**config.mk**
```make
export PLATFORM = sky130hd
export DESIGN_NAME = mem_wb_skid_reg
export DESIGN_NICKNAME = d
export VERILOG_FILES = /design/src/rtl/pipe_pkg.sv /design/src/rtl/pipe_entry.sv /design/src/rtl/mem_wb_skid_reg.sv
export SDC_FILE = /design/constraint.sdc
export NUM_CORES = 1
export LEC_CHECK = 0
export CORE_MARGIN = 2
export CORE_UTILIZATION = 35
export DETAILED_ROUTE_END_ITERATION = 8
export SKIP_CTS_REPAIR_TIMING = 1
export SYNTH_ARGS = -nofsm -noshare
export SYNTH_HDL_FRONTEND = slang
export SYNTH_SLANG_ARGS = --single-unit
export TNS_END_PERCENT = 20
```
**constraint.sdc**
```tcl
create_clock -name clk -period 5 [get_ports clk]
set_clock_uncertainty 0.15 [all_clocks]
set_input_delay 1 -clock clk [delete_from_list [all_inputs] [get_ports clk]]
set_output_delay 1 -clock clk [all_outputs]
set_load 0.1 [all_outputs]
```
**src/rtl/pipe_pkg.sv**
```systemverilog
// Shared definitions for the MEM->WB pipeline boundary: default widths,
// the write-back bundle layout and a helper for the bundle width.
package pipe_pkg;

  localparam int DATA_W_DEF = 32;
  localparam int DEST_W_DEF = 4;

  // Write-back bundle carried from MEM to WB (default widths).
  typedef struct packed {
    logic                  wb_en;
    logic                  mem_r_en;
    logic [DATA_W_DEF-1:0] alu_result;
    logic [DATA_W_DEF-1:0] mem_data;
    logic [DEST_W_DEF-1:0] dest;
  } wb_bundle_t;

  localparam int WB_BUNDLE_W = $bits(wb_bundle_t);

  // Bundle width for arbitrary widths: two control bits plus the payload.
  function automatic int bundle_w(input int data_w, input int dest_w);
    return 2 + (2 * data_w) + dest_w;
  endfunction

endpackage

```
**src/rtl/pipe_entry.sv**
```systemverilog
// One pipeline storage entry: a valid bit, the two write-back controls and
// the data payload {alu_result, mem_data, dest}. Writing an invalid entry
// always zeroes the controls so a stale wb_en cannot survive a bubble.
module pipe_entry
  import pipe_pkg::*;
#(
  parameter int DATA_W     = DATA_W_DEF,
  parameter int DEST_W     = DEST_W_DEF,
  parameter int CLEAR_DATA = 0,
  parameter int PAY_W      = bundle_w(DATA_W, DEST_W) - 2
) (
  input  logic             clk,
  input  logic             rst,
  input  logic             i_load,
  input  logic             i_valid,
  input  logic [1:0]       i_ctrl,
  input  logic [PAY_W-1:0] i_data,
  output logic             o_valid,
  output logic [1:0]       o_ctrl,
  output logic [PAY_W-1:0] o_data
);

  logic             r_valid;
  logic [1:0]       r_ctrl;
  logic [PAY_W-1:0] r_data;

  // Entry register: async clear, load valid content or a bubble, else hold.
  always_ff @(posedge clk or posedge rst) begin
    if (rst) begin
      r_valid <= 1'b0;
      r_ctrl  <= 2'b00;
      r_data  <= {PAY_W{1'b0}};
    end else if (i_load) begin
      r_valid <= i_valid;
      if (i_valid) begin
        r_ctrl <= i_ctrl;
        r_data <= i_data;
      end else begin
        r_ctrl <= 2'b00;
        if (CLEAR_DATA != 0) begin
          r_data <= {PAY_W{1'b0}};
        end else begin
          r_data <= r_data;
        end
      end
    end else begin
      r_valid <= r_valid;
      r_ctrl  <= r_ctrl;
      r_data  <= r_data;
    end
  end

  assign o_valid = r_valid;
  assign o_ctrl  = r_ctrl;
  assign o_data  = r_data;

endmodule

```
**src/rtl/mem_wb_skid_reg.sv**
```systemverilog
// MEM->WB boundary register with valid/ready handshake and a one-entry skid
// buffer. in_ready depends only on the registered skid valid bit, so there is
// no combinational path from out_ready back to the MEM stage.
module mem_wb_skid_reg
  import pipe_pkg::*;
#(
  parameter int DATA_W     = DATA_W_DEF,
  parameter int DEST_W     = DEST_W_DEF,
  parameter int CLEAR_DATA = 0
) (
  input  logic              clk,
  input  logic              rst,
  input  logic              flush,
  input  logic              in_valid,
  output logic              in_ready,
  input  logic              in_wb_en,
  input  logic              in_mem_r_en,
  input  logic [DATA_W-1:0] in_alu_result,
  input  logic [DATA_W-1:0] in_mem_data,
  input  logic [DEST_W-1:0] in_dest,
  output logic              out_valid,
  input  logic              out_ready,
  output logic              out_wb_en,
  output logic              out_mem_r_en,
  output logic [DATA_W-1:0] out_alu_result,
  output logic [DATA_W-1:0] out_mem_data,
  output logic [DEST_W-1:0] out_dest,
  output logic [DATA_W-1:0] wb_value,
  output logic              fwd_hit_en,
  output logic [DEST_W-1:0] fwd_dest
);

  localparam int PAY_W = bundle_w(DATA_W, DEST_W) - 2;

  logic             w_acc;
  logic             w_pop;
  logic             w_main_free;
  logic [1:0]       w_in_ctrl;
  logic [PAY_W-1:0] w_in_data;

  logic             w_main_valid;
  logic [1:0]       w_main_ctrl;
  logic [PAY_W-1:0] w_main_data;
  logic             w_skid_valid;
  logic [1:0]       w_skid_ctrl;
  logic [PAY_W-1:0] w_skid_data;

  logic             w_main_load;
  logic             w_main_d_valid;
  logic [1:0]       w_main_d_ctrl;
  logic [PAY_W-1:0] w_main_d_data;
  logic             w_skid_load;
  logic             w_skid_d_valid;

  assign w_in_ctrl   = {in_wb_en, in_mem_r_en};
  assign w_in_data   = {in_alu_result, in_mem_data, in_dest};
  assign in_ready    = ~w_skid_valid;
  assign w_acc       = in_valid & in_ready;
  assign w_pop       = w_main_valid & out_ready;
  assign w_main_free = ~w_main_valid | w_pop;

  // Steering: flush kills both entries; a free main slot drains the skid
  // first (preserving order) or takes the input; a stalled main diverts the
  // accepted input into the skid.
  always_comb begin
    w_main_load    = 1'b0;
    w_main_d_valid = 1'b0;
    w_main_d_ctrl  = w_in_ctrl;
    w_main_d_data  = w_in_data;
    w_skid_load    = 1'b0;
    w_skid_d_valid = 1'b0;
    if (flush) begin
      w_main_load = 1'b1;
      w_skid_load = 1'b1;
    end else if (w_main_free) begin
      w_main_load = 1'b1;
      if (w_skid_valid) begin
        w_main_d_valid = 1'b1;
        w_main_d_ctrl  = w_skid_ctrl;
        w_main_d_data  = w_skid_data;
        w_skid_load    = 1'b1;
      end else begin
        w_main_d_valid = w_acc;
      end
    end else if (w_acc) begin
      w_skid_load    = 1'b1;
      w_skid_d_valid = 1'b1;
    end else begin
      w_main_load = 1'b0;
      w_skid_load = 1'b0;
    end
  end

  pipe_entry #(.DATA_W(DATA_W), .DEST_W(DEST_W), .CLEAR_DATA(CLEAR_DATA)) u_main (
    .clk     (clk),
    .rst     (rst),
    .i_load  (w_main_load),
    .i_valid (w_main_d_valid),
    .i_ctrl  (w_main_d_ctrl),
    .i_data  (w_main_d_data),
    .o_valid (w_main_valid),
    .o_ctrl  (w_main_ctrl),
    .o_data  (w_main_data)
  );

  pipe_entry #(.DATA_W(DATA_W), .DEST_W(DEST_W), .CLEAR_DATA(CLEAR_DATA)) u_skid (
    .clk     (clk),
    .rst     (rst),
    .i_load  (w_skid_load),
    .i_valid (w_skid_d_valid),
    .i_ctrl  (w_in_ctrl),
    .i_data  (w_in_data),
    .o_valid (w_skid_valid),
    .o_ctrl  (w_skid_ctrl),
    .o_data  (w_skid_data)
  );

  assign out_valid      = w_main_valid;
  assign out_wb_en      = w_main_ctrl[1] & w_main_valid;
  assign out_mem_r_en   = w_main_ctrl[0] & w_main_valid;
  assign out_alu_result = w_main_data[PAY_W-1 -: DATA_W];
  assign out_mem_data   = w_main_data[DEST_W +: DATA_W];
  assign out_dest       = w_main_data[DEST_W-1:0];
  assign wb_value       = out_mem_r_en ? out_mem_data : out_alu_result;
  assign fwd_hit_en     = out_valid & out_wb_en;
  assign fwd_dest       = out_dest;

endmodule

```
==> results.sh, run 1 <==
export IMPL_status="finished clean"
export IMPL_clkLatencyLatePin_ns=0.41
export IMPL_core_sq_um=18770
export IMPL_port_buffers=183
export IMPL_synthTopCellsByCount="dfrtp_1 (142), inv_1 (73), o31ai_1 (70), mux2_2 (48), o221a_2 (48)"
export IMPL_cts_sinks=142
export IMPL_design_die_area_sq_um=20260
export IMPL_end_kind="output pin"
export IMPL_root_buffer="clkbuf_16"
export IMPL_hold_path_cell_count=1
export IMPL_cp_start_kind="flop"
export IMPL_async_reset_ff_share_pct=100.0
export IMPL_synth_distinct_cells=27
export IMPL_crit_type="reg -> out"
export IMPL_critPathMaxFanout=41
export IMPL_synth_fp_nets=644
export IMPL_grt_max_degree=108
export IMPL_cap_violations=0
export IMPL_area_delta_synth_final_pct=38.73
export IMPL_power_mw=5.061
export IMPL_dr_pass1_iters=5
export IMPL_timing_rr_end="u_main.o_data[63]$_DFFE_PP0P_"
export IMPL_grt_usage_pct=20.19
export IMPL_ant_nets=0
export IMPL_cts_buffers=17
export IMPL_holdCritStartpoint="u_skid.o_data[32]$_DFFE_PP0P_"
export IMPL_synth_warnings=0
export IMPL_hp_class="reg -> reg"
export IMPL_ios=184
export IMPL_reg2regPathDepth=5
export IMPL_grt_pass1_wl_um=31400
export IMPL_syn_area_sq_um=6698
export IMPL_yosysSeqAreaShare_pct=53.05
export IMPL_r2r_slack_ns=2.02
export IMPL_leakagePower_nw=4.243
export IMPL_layout_nets=792
export IMPL_required_ns=3.85
export IMPL_first_iter_violations=435
export IMPL_wl_per_cell_um=21.30
export IMPL_synth_area_leaders="dfrtp_1 (53%), mux2_2 (8.1%), o221a_2 (8.1%)"
export IMPL_max_slew_worst_pin_slew_ns=1.177
export IMPL_dieWidth_um=142.3
export IMPL_fin_hold_ws_ns=0.3586
export IMPL_fin_crit_sh_pct=85.70
export IMPL_dp_hpwl_um=12990
export IMPL_syn_instance_count=569
export IMPL_ctsHtreeMaxLevel=4
export IMPL_netlist_area_leader_share_pct=53.05
export IMPL_synth_area_leader_cell="dfrtp_1"
export IMPL_synth_most_common_cell="dfrtp_1"
export IMPL_viasPerCell=5.447
export IMPL_fillers=1673
export IMPL_synthFlopType="dfrtp_1"
export IMPL_min_period_ns=4.285
export IMPL_drive_above_1_share_pct=24.01
export IMPL_antenna_found_initial=1
export IMPL_min_to="u_skid.o_data[32]$_DFFE_PP0P_"
export IMPL_grt_pass1_vias=5337
export IMPL_grt_overflow=0
export IMPL_synth_seq_cells=142
export IMPL_synth_edf_count=0
export IMPL_rsz0062_at_grt="false"
export IMPL_avgSynthCellArea_sq_um=11.77
export IMPL_finalMaxSlewViolations=0
export IMPL_fin_tns_setup_ns=0
export IMPL_cts_tree="yes"
export IMPL_slew_headroom_pct=21.53
export IMPL_ir_worst_vdd_uv=238.2
export IMPL_n_antenna_cell=0
export IMPL_place_congestion=0.8842
export IMPL_wl_um=20520
export IMPL_rows=50
export IMPL_fmax_mhz=233.4
export IMPL_drc_errors=0
export IMPL_die_h_um=142.3
export IMPL_vias=5245
export IMPL_power_per_cell_area_nw_per_um2=544.7
export IMPL_r2r_start="u_main.o_valid$_DFFE_PP0P_"
export IMPL_clk_pin_slew_ns=0.06
export IMPL_cts_buffer_depth=2
export IMPL_worstPathArrival_ns=3.13
export IMPL_initial_core_util_pct=35.69
export IMPL_hold_violations=0
export IMPL_finalSetupViolations=0
## registers in the layout, indices dropped and copies added (netlist names)
register        cells
u_main.o_data      68
u_skid.o_data      68
u_main.o_ctrl       2
u_skid.o_ctrl       2
u_main.o_valid      1
u_skid.o_valid      1
## worst max-delay path, stage by stage, from the launching register on
cell and delay [ns]:
dfrtp_1 0.51, nand2_2 0.47, o21ai_0 0.51, clkdlybuf4s50_1 1.21
## worst max-delay path by stage
stage	startpoint	to	slack (ns)	depth (start not counted)
after floorplan	rst	u_main.o_ctrl[0]$_DFFE_PP0P_	0.04	1
after global placement	u_main.o_valid$_DFFE_PP0P_	wb_value[16]	1.18	3
after detailed placement	out_ready	u_main.o_data[24]$_DFFE_PP0P_	1.10	6
after CTS	u_main.o_valid$_DFFE_PP0P_	wb_value[16]	0.72	3
after global routing	u_main.o_valid$_DFFE_PP0P_	wb_value[16]	0.52	3
final	u_main.o_valid$_DFFE_PP0P_	wb_value[16]	0.72	3
## layer usage
layer	vias to the layer above	wire length, um	GRT usage (%)	part of all wire, %
met4	2	326	6.514	1.6
li1	2371	-	-	-
met3	26	835	4.307	4.1
met5	-	12	0	0.058
met2	132	9739	31.25	47
met1	2714	9602	28.42	47
## cell families after synthesis
group | count (synthesis) | share of synthesized area [%]
flip-flops | 142 | 53.05
multiplexers | 68 | 12.55
AO/OA/AOI/OAI | 177 | 22.27
buffers and inverters | 134 | 8.630
AND/OR/NAND/NOR | 48 | 3.494
## layout by cell type (no fill, tap or decap), types with 2 or more instances in the layout
master           netlist  final
buf_4                  6     17
mux2_4                20     20
buf_12                 0      2
inv_6                  0      2
or3_2                  0      2
inv_1                 73     72
a21oi_1                3      3
clkbuf_16              0     17
o22ai_1                2      2
nand2_1               33     32
o221a_2               48     48
and3b_1                2      2
nand4b_1               2      2
a31oi_1                2      2
clkinv_4               0      4
bufinv_16              0      7
mux2_2                48     48
clkdlybuf4s50_1        0    170
and4b_1                2      2
o21ai_0               32     32
dfrtp_1              142    142
o221a_1               20     20
o31ai_1               70     70
## per-stage QoR
stage	setup WS, ns	cell area (sq um)	instances	util, %
2_1_floorplan	0.04043	6698	569	-
3_3_place_gp	1.177	8591	932	45.77
3_5_place_dp	1.104	8591	932	45.77
4_1_cts	0.7159	9291	963	49.51
5_1_grt	0.5202	9291	963	49.51
6_report	0.7150	9291	963	49.51
## cell type report
type	instances	area (sq um)	area share, %
flip-flops and latches	142	3553	38.24
inverters	73	279.0	3.003
clock buffers	18	439.2	4.727
well taps	234	292.8	3.151
multi-input cells	293	2591	27.89
repair buffers	190	1874	20.17
clock inverters	13	261.5	2.814
## where the power goes
group	internal [mW]	leakage [nW]	total, mW	switching, mW
Clock	1.00	0.337	1.50	0.503
Sequential	1.39	1.66	1.55	0.166
Combinational	0.561	2.25	2.00	1.44
Total	2.95	4.24	5.06	2.11
No activity file was read; power rests on OpenSTA's default activity.
==> inputs of run 2 (changes only) <==
--- a/config.mk
+++ b/config.mk
@@ -5,9 +5,11 @@
 export SDC_FILE = /design/constraint.sdc
 export NUM_CORES = 1
 export LEC_CHECK = 0
+export CAP_MARGIN = 10
 export CORE_MARGIN = 2
-export CORE_UTILIZATION = 35
+export CORE_UTILIZATION = 40
 export DETAILED_ROUTE_END_ITERATION = 8
+export PLACE_DENSITY = 0.71
 export SKIP_CTS_REPAIR_TIMING = 1
 export SYNTH_ARGS = -nofsm -noshare
 export SYNTH_HDL_FRONTEND = slang
==> results.sh, run 2 (same netlist as run 1, synthesis figures left out) <==
export IMPL_fillers=1395
export IMPL_root_buffer="clkbuf_16"
export IMPL_antenna_found_initial=0
export IMPL_drc_errors=0
export IMPL_fin_crit_sh_pct=73.96
export IMPL_core_sq_um=16470
export IMPL_grtUsageMet1_pct=30.90
export IMPL_final_common_cell="clkdlybuf4s50_1"
export IMPL_dr_pass1_iters=5
export IMPL_status="finished clean"
export IMPL_mostFrequentLayoutCells="clkdlybuf4s50_1 (150), dfrtp_1 (142), inv_1 (72)"
export IMPL_multi_input_area_sq_um=2591
export IMPL_vias=5323
export IMPL_clkLatencyLatePin_ns=0.41
export IMPL_gr_usage_met3_pct=3.843
export IMPL_dieWidth_um=133.4
export IMPL_ios=184
export IMPL_ir_worst_vdd_uv=267.7
export IMPL_cts_tree="yes"
export IMPL_finalSetupViolations=0
export IMPL_cp_start_kind="flop"
export IMPL_grt_busiest_layer="met2"
export IMPL_wl_um=19490
export IMPL_wl_per_cell_um=20.52
export IMPL_grt_pass1_vias=5314
export IMPL_layout_nets=793
export IMPL_place_congestion=0.8840
export IMPL_grt_max_degree=121
export IMPL_dp_hpwl_um=12660
export IMPL_max_slew_worst_pin_slew_ns=1.181
export IMPL_critPathMaxFanout=30
export IMPL_cts_sinks=142
export IMPL_port_buffers=183
export IMPL_first_iter_violations=490
export IMPL_crit_start="u_main.o_valid$_DFFE_PP0P_"
export IMPL_drive_above_1_share_pct=26.44
export IMPL_leakagePower_nw=4.235
export IMPL_area_delta_synth_final_pct=36.67
export IMPL_grt_overflow=0
export IMPL_r2r_start="u_main.o_valid$_DFFE_PP0P_"
export IMPL_use_met2_pct=34.11
export IMPL_ff_latch_area_sq_um=3553
export IMPL_rsz0062_at_grt="false"
export IMPL_initial_core_util_pct=40.68
export IMPL_hp_class="reg -> reg"
export IMPL_power_per_cell_area_nw_per_um2=530.4
export IMPL_die_h_um=133.4
export IMPL_cts_buffer_depth=2
export IMPL_grt_usage_pct=21.86
export IMPL_required_ns=3.85
export IMPL_hold_violations=0
export IMPL_end_kind="output pin"
export IMPL_slew_headroom_pct=21.25
export IMPL_finalMaxSlewViolations=0
export IMPL_fin_tns_setup_ns=0
export IMPL_min_period_ns=3.698
export IMPL_crit_type="reg -> out"
export IMPL_worstPathArrival_ns=2.55
export IMPL_viasPerCell=5.603
export IMPL_cap_violations=0
export IMPL_rows=47
export IMPL_design_die_area_sq_um=17800
export IMPL_fmax_mhz=270.4
export IMPL_n_antenna_cell=0
export IMPL_ant_nets=0
export IMPL_grt_pass1_wl_um=30290
export IMPL_ctsHtreeMaxLevel=4
export IMPL_holdCritStartpoint="u_skid.o_data[47]$_DFFE_PP0P_"
export IMPL_final_util_pct=55.59
export IMPL_power_mw=4.855
export IMPL_cts_buffers=17
export IMPL_clk_pin_slew_ns=0.06
run 2: cell count changes in the layout (fill, tap and decap cells not counted), moves of 3 or more:
| cell | change |
|---|---|
| clkbuf_8 | +4 |
| clkinv_2 | +3 |
| buf_4 | +20 |
| bufinv_16 | -4 |
| clkbuf_1 | +3 |
| clkdlybuf4s50_1 | -20 |
| clkinv_4 | -4 |
run 2: worst paths after layout:
path	slack [ns]	to	cells past startpoint
min in group asynchronous	1.06	u_skid.o_data[62]$_DFFE_PP0P_	2
max reg2reg	2.34	u_main.o_data[8]$_DFFE_PP0P_	5
max	1.30	out_mem_r_en	3
min reg2reg	0.36	u_skid.o_data[47]$_DFFE_PP0P_	1
min	0.36	u_skid.o_data[47]$_DFFE_PP0P_	1
max in group asynchronous	2.67	u_main.o_data[26]$_DFFE_PP0P_	3
run 2: report_power, final:
| part | internal (mW) | leakage [nW] | switching [mW] | total (mW) |
|---|---|---|---|---|
| registers | 1.39 | 1.66 | 0.167 | 1.56 |
| logic | 0.552 | 2.27 | 1.44 | 2.00 |
| clock network | 0.846 | 0.303 | 0.458 | 1.30 |
| total | 2.79 | 4.23 | 2.07 | 4.86 |
run 2: area by class of cell:
class / instances / share of cell area (%)
Sequential cell: 142 / 38.82
Multi-Input combinational cell: 293 / 28.31
Timing Repair Buffer: 191 / 20.15
Clock buffer: 25 / 5.522
Inverter: 73 / 3.048
Tap cell: 220 / 3.007
Clock inverter: 6 / 1.148
run 2: routing by layer:
layer | vias up | routed length [um]
met4 | 0 | 395
met1 | 2739 | 8845
li1 | 2369 | -
met5 | - | 0
met3 | 28 | 886
met2 | 187 | 9367
run 2: critical path: stages (launching register included):
cell and delay (ns):
dfrtp_1 0.50, nand2_2 0.35, inv_1 0.14, clkdlybuf4s50_1 1.14
run 2: through the flow:
step / cell area (sq um) / cells / hold slack (ns) / setup slack (ns)
2_1_floorplan: 6698 / 569 / 0.3301 / 0.04043
3_3_place_gp: 8543 / 919 / 0.3377 / 1.402
3_5_place_dp: 8543 / 919 / 0.3464 / 1.330
4_1_cts: 9154 / 950 / 0.3582 / 1.293
5_1_grt: 9154 / 950 / 0.3639 / 1.164
6_report: 9154 / 950 / 0.3560 / 1.302
==> inputs of run 3 (changes only) <==
--- a/config.mk
+++ b/config.mk
@@ -9,7 +9,7 @@
 export CORE_MARGIN = 2
 export CORE_UTILIZATION = 40
 export DETAILED_ROUTE_END_ITERATION = 8
-export PLACE_DENSITY = 0.71
+export PLACE_DENSITY = 0.68
 export SKIP_CTS_REPAIR_TIMING = 1
 export SYNTH_ARGS = -nofsm -noshare
 export SYNTH_HDL_FRONTEND = slang
==> constraint.sdc (replaced) <==
create_clock -name clk -period 3.43 [get_ports clk]
set_clock_uncertainty 0.15 [all_clocks]
set_input_delay 0.686 -clock clk [delete_from_list [all_inputs] [get_ports clk]]
set_output_delay 0.686 -clock clk [all_outputs]
set_load 0.1 [all_outputs]
==> results.sh, run 3 (same netlist as run 1, synthesis figures left out) <==
export IMPL_status="finished clean"
export IMPL_antenna_found_initial=1
export IMPL_finalSetupViolations=0
export IMPL_clkLatencyLatePin_ns=0.41
export IMPL_leakagePower_nw=4.310
export IMPL_ctsHtreeMaxLevel=4
export IMPL_fmax_mhz=321.2
export IMPL_drc_errors=0
export IMPL_drive_above_1_share_pct=37.60
export IMPL_area_delta_synth_final_pct=34.82
export IMPL_cts_buffer_depth=2
export IMPL_critPathMaxFanout=36
export IMPL_crit_type="reg -> out"
export IMPL_fin_hold_ws_ns=0.3567
export IMPL_core_sq_um=16470
export IMPL_grt_overflow=0
export IMPL_setup_slack_ns=0.3166
export IMPL_ant_nets=0
export IMPL_rsz0062_at_grt="false"
export IMPL_fin_crit_sh_pct=90.77
export IMPL_initial_core_util_pct=40.68
export IMPL_finalMaxSlewViolations=0
export IMPL_worstPathArrival_ns=2.28
export IMPL_cap_violations=0
export IMPL_hold_violations=0
export IMPL_viasPerCell=5.546
export IMPL_required_ns=2.59
export IMPL_cts_tree="yes"
export IMPL_final_util_pct=54.84
export IMPL_cp_start_kind="flop"
export IMPL_place_congestion=0.9077
export IMPL_wl_per_cell_um=20.24
export IMPL_root_buffer="clkbuf_16"
export IMPL_power_per_cell_area_nw_per_um2=786.1
export IMPL_min_period_ns=3.113
export IMPL_slew_headroom_pct=45.27
export IMPL_rows=47
export IMPL_design_die_area_sq_um=17800
export IMPL_place_ws_ns=0.4971
export IMPL_ios=184
export IMPL_grt_usage_pct=21.90
export IMPL_layout_nets=796
export IMPL_mostFrequentLayoutCells="dfrtp_1 (142), buf_4 (116), clkdlybuf4s50_1 (73)"
export IMPL_dr_pass1_iters=6
export IMPL_cts_sinks=142
export IMPL_grt_pass1_wl_um=30250
export IMPL_clk_pin_slew_ns=0.06
export IMPL_dieWidth_um=133.4
export IMPL_first_iter_violations=562
export IMPL_fin_tns_setup_ns=0
export IMPL_final_common_cell="dfrtp_1"
export IMPL_wl_um=19330
export IMPL_grt_pass1_vias=5251
export IMPL_hp_class="reg -> reg"
export IMPL_die_h_um=133.4
export IMPL_end_kind="output pin"
export IMPL_port_buffers=183
export IMPL_grt_max_degree=109
export IMPL_cts_buffers=17
export IMPL_power_mw=7.098
export IMPL_dp_hpwl_um=12310
export IMPL_max_slew_worst_pin_slew_ns=0.8209
export IMPL_ir_worst_vdd_uv=350.6
export IMPL_vias=5296
-- run 3: changes by cell type in the layout (fill, tap and decap cells not counted), sizes merged, moves of 3 or more --
cell	before	now
buf	41	121
clkdlybuf4s50	150	73
clkbuf	25	22
clkinvlp	0	3
-- run 3: cell type report --
cell class	count	area [sq um]
Antenna cell	1	2.502
Clock buffer	22	484.2
Clock inverter	10	158.9
Fill cell	1433	7436
Inverter	73	277.8
Multi-Input combinational cell	293	2591
Sequential cell	142	3553
Tap cell	220	275.3
Timing Repair Buffer	194	1687
-- run 3: path summary, 6_finish.rpt --
kind,from,endpoint,slack [ns],cells after the start
worst max-delay path,u_main.o_valid$_DFFE_PP0P_,wb_value[0],0.32,4
worst min-delay path,u_skid.o_data[52]$_DFFE_PP0P_,u_skid.o_data[52]$_DFFE_PP0P_,0.36,1
worst max register to register,u_skid.o_valid$_DFFE_PP0P_,u_main.o_data[14]$_DFFE_PP0P_,1.17,4
worst min register to register,u_skid.o_data[52]$_DFFE_PP0P_,u_skid.o_data[52]$_DFFE_PP0P_,0.36,1
max in group asynchronous,rst,u_main.o_data[46]$_DFFE_PP0P_,2.00,3
min in group asynchronous,rst,u_main.o_data[64]$_DFFE_PP0P_,0.63,3
-- run 3: metal layers --
metal	track usage [%]	wire [um]	up-vias	share of wire (%)
li1	-	-	2383	-
met1	31.41	8698	2699	45
met2	33.68	9394	193	49
met3	3.805	893	21	4.6
met4	7.624	343	0	1.8
met5	0	0	-	0
-- run 3: metrics by stage --
stage	cell area [sq um]	cells
floorplan	6701	569
global placement	8384	922
detailed placement	8384	922
CTS	9027	954
global route	9030	955
finish	9030	955
-- run 3: power breakdown --
group	switching, mW	internal (mW)	leakage (nW)	total [mW]
registers	0.232	2.02	1.66	2.26
clock network	0.690	1.29	0.312	1.98
logic	2.11	0.753	2.34	2.86
-- run 3: critical path, cell delays in order (launching register included) --
cell and delay (ns):
dfrtp_1 0.53, nand2_2 0.39, buf_12 0.31, o21ai_0 0.26
buf_4 0.35
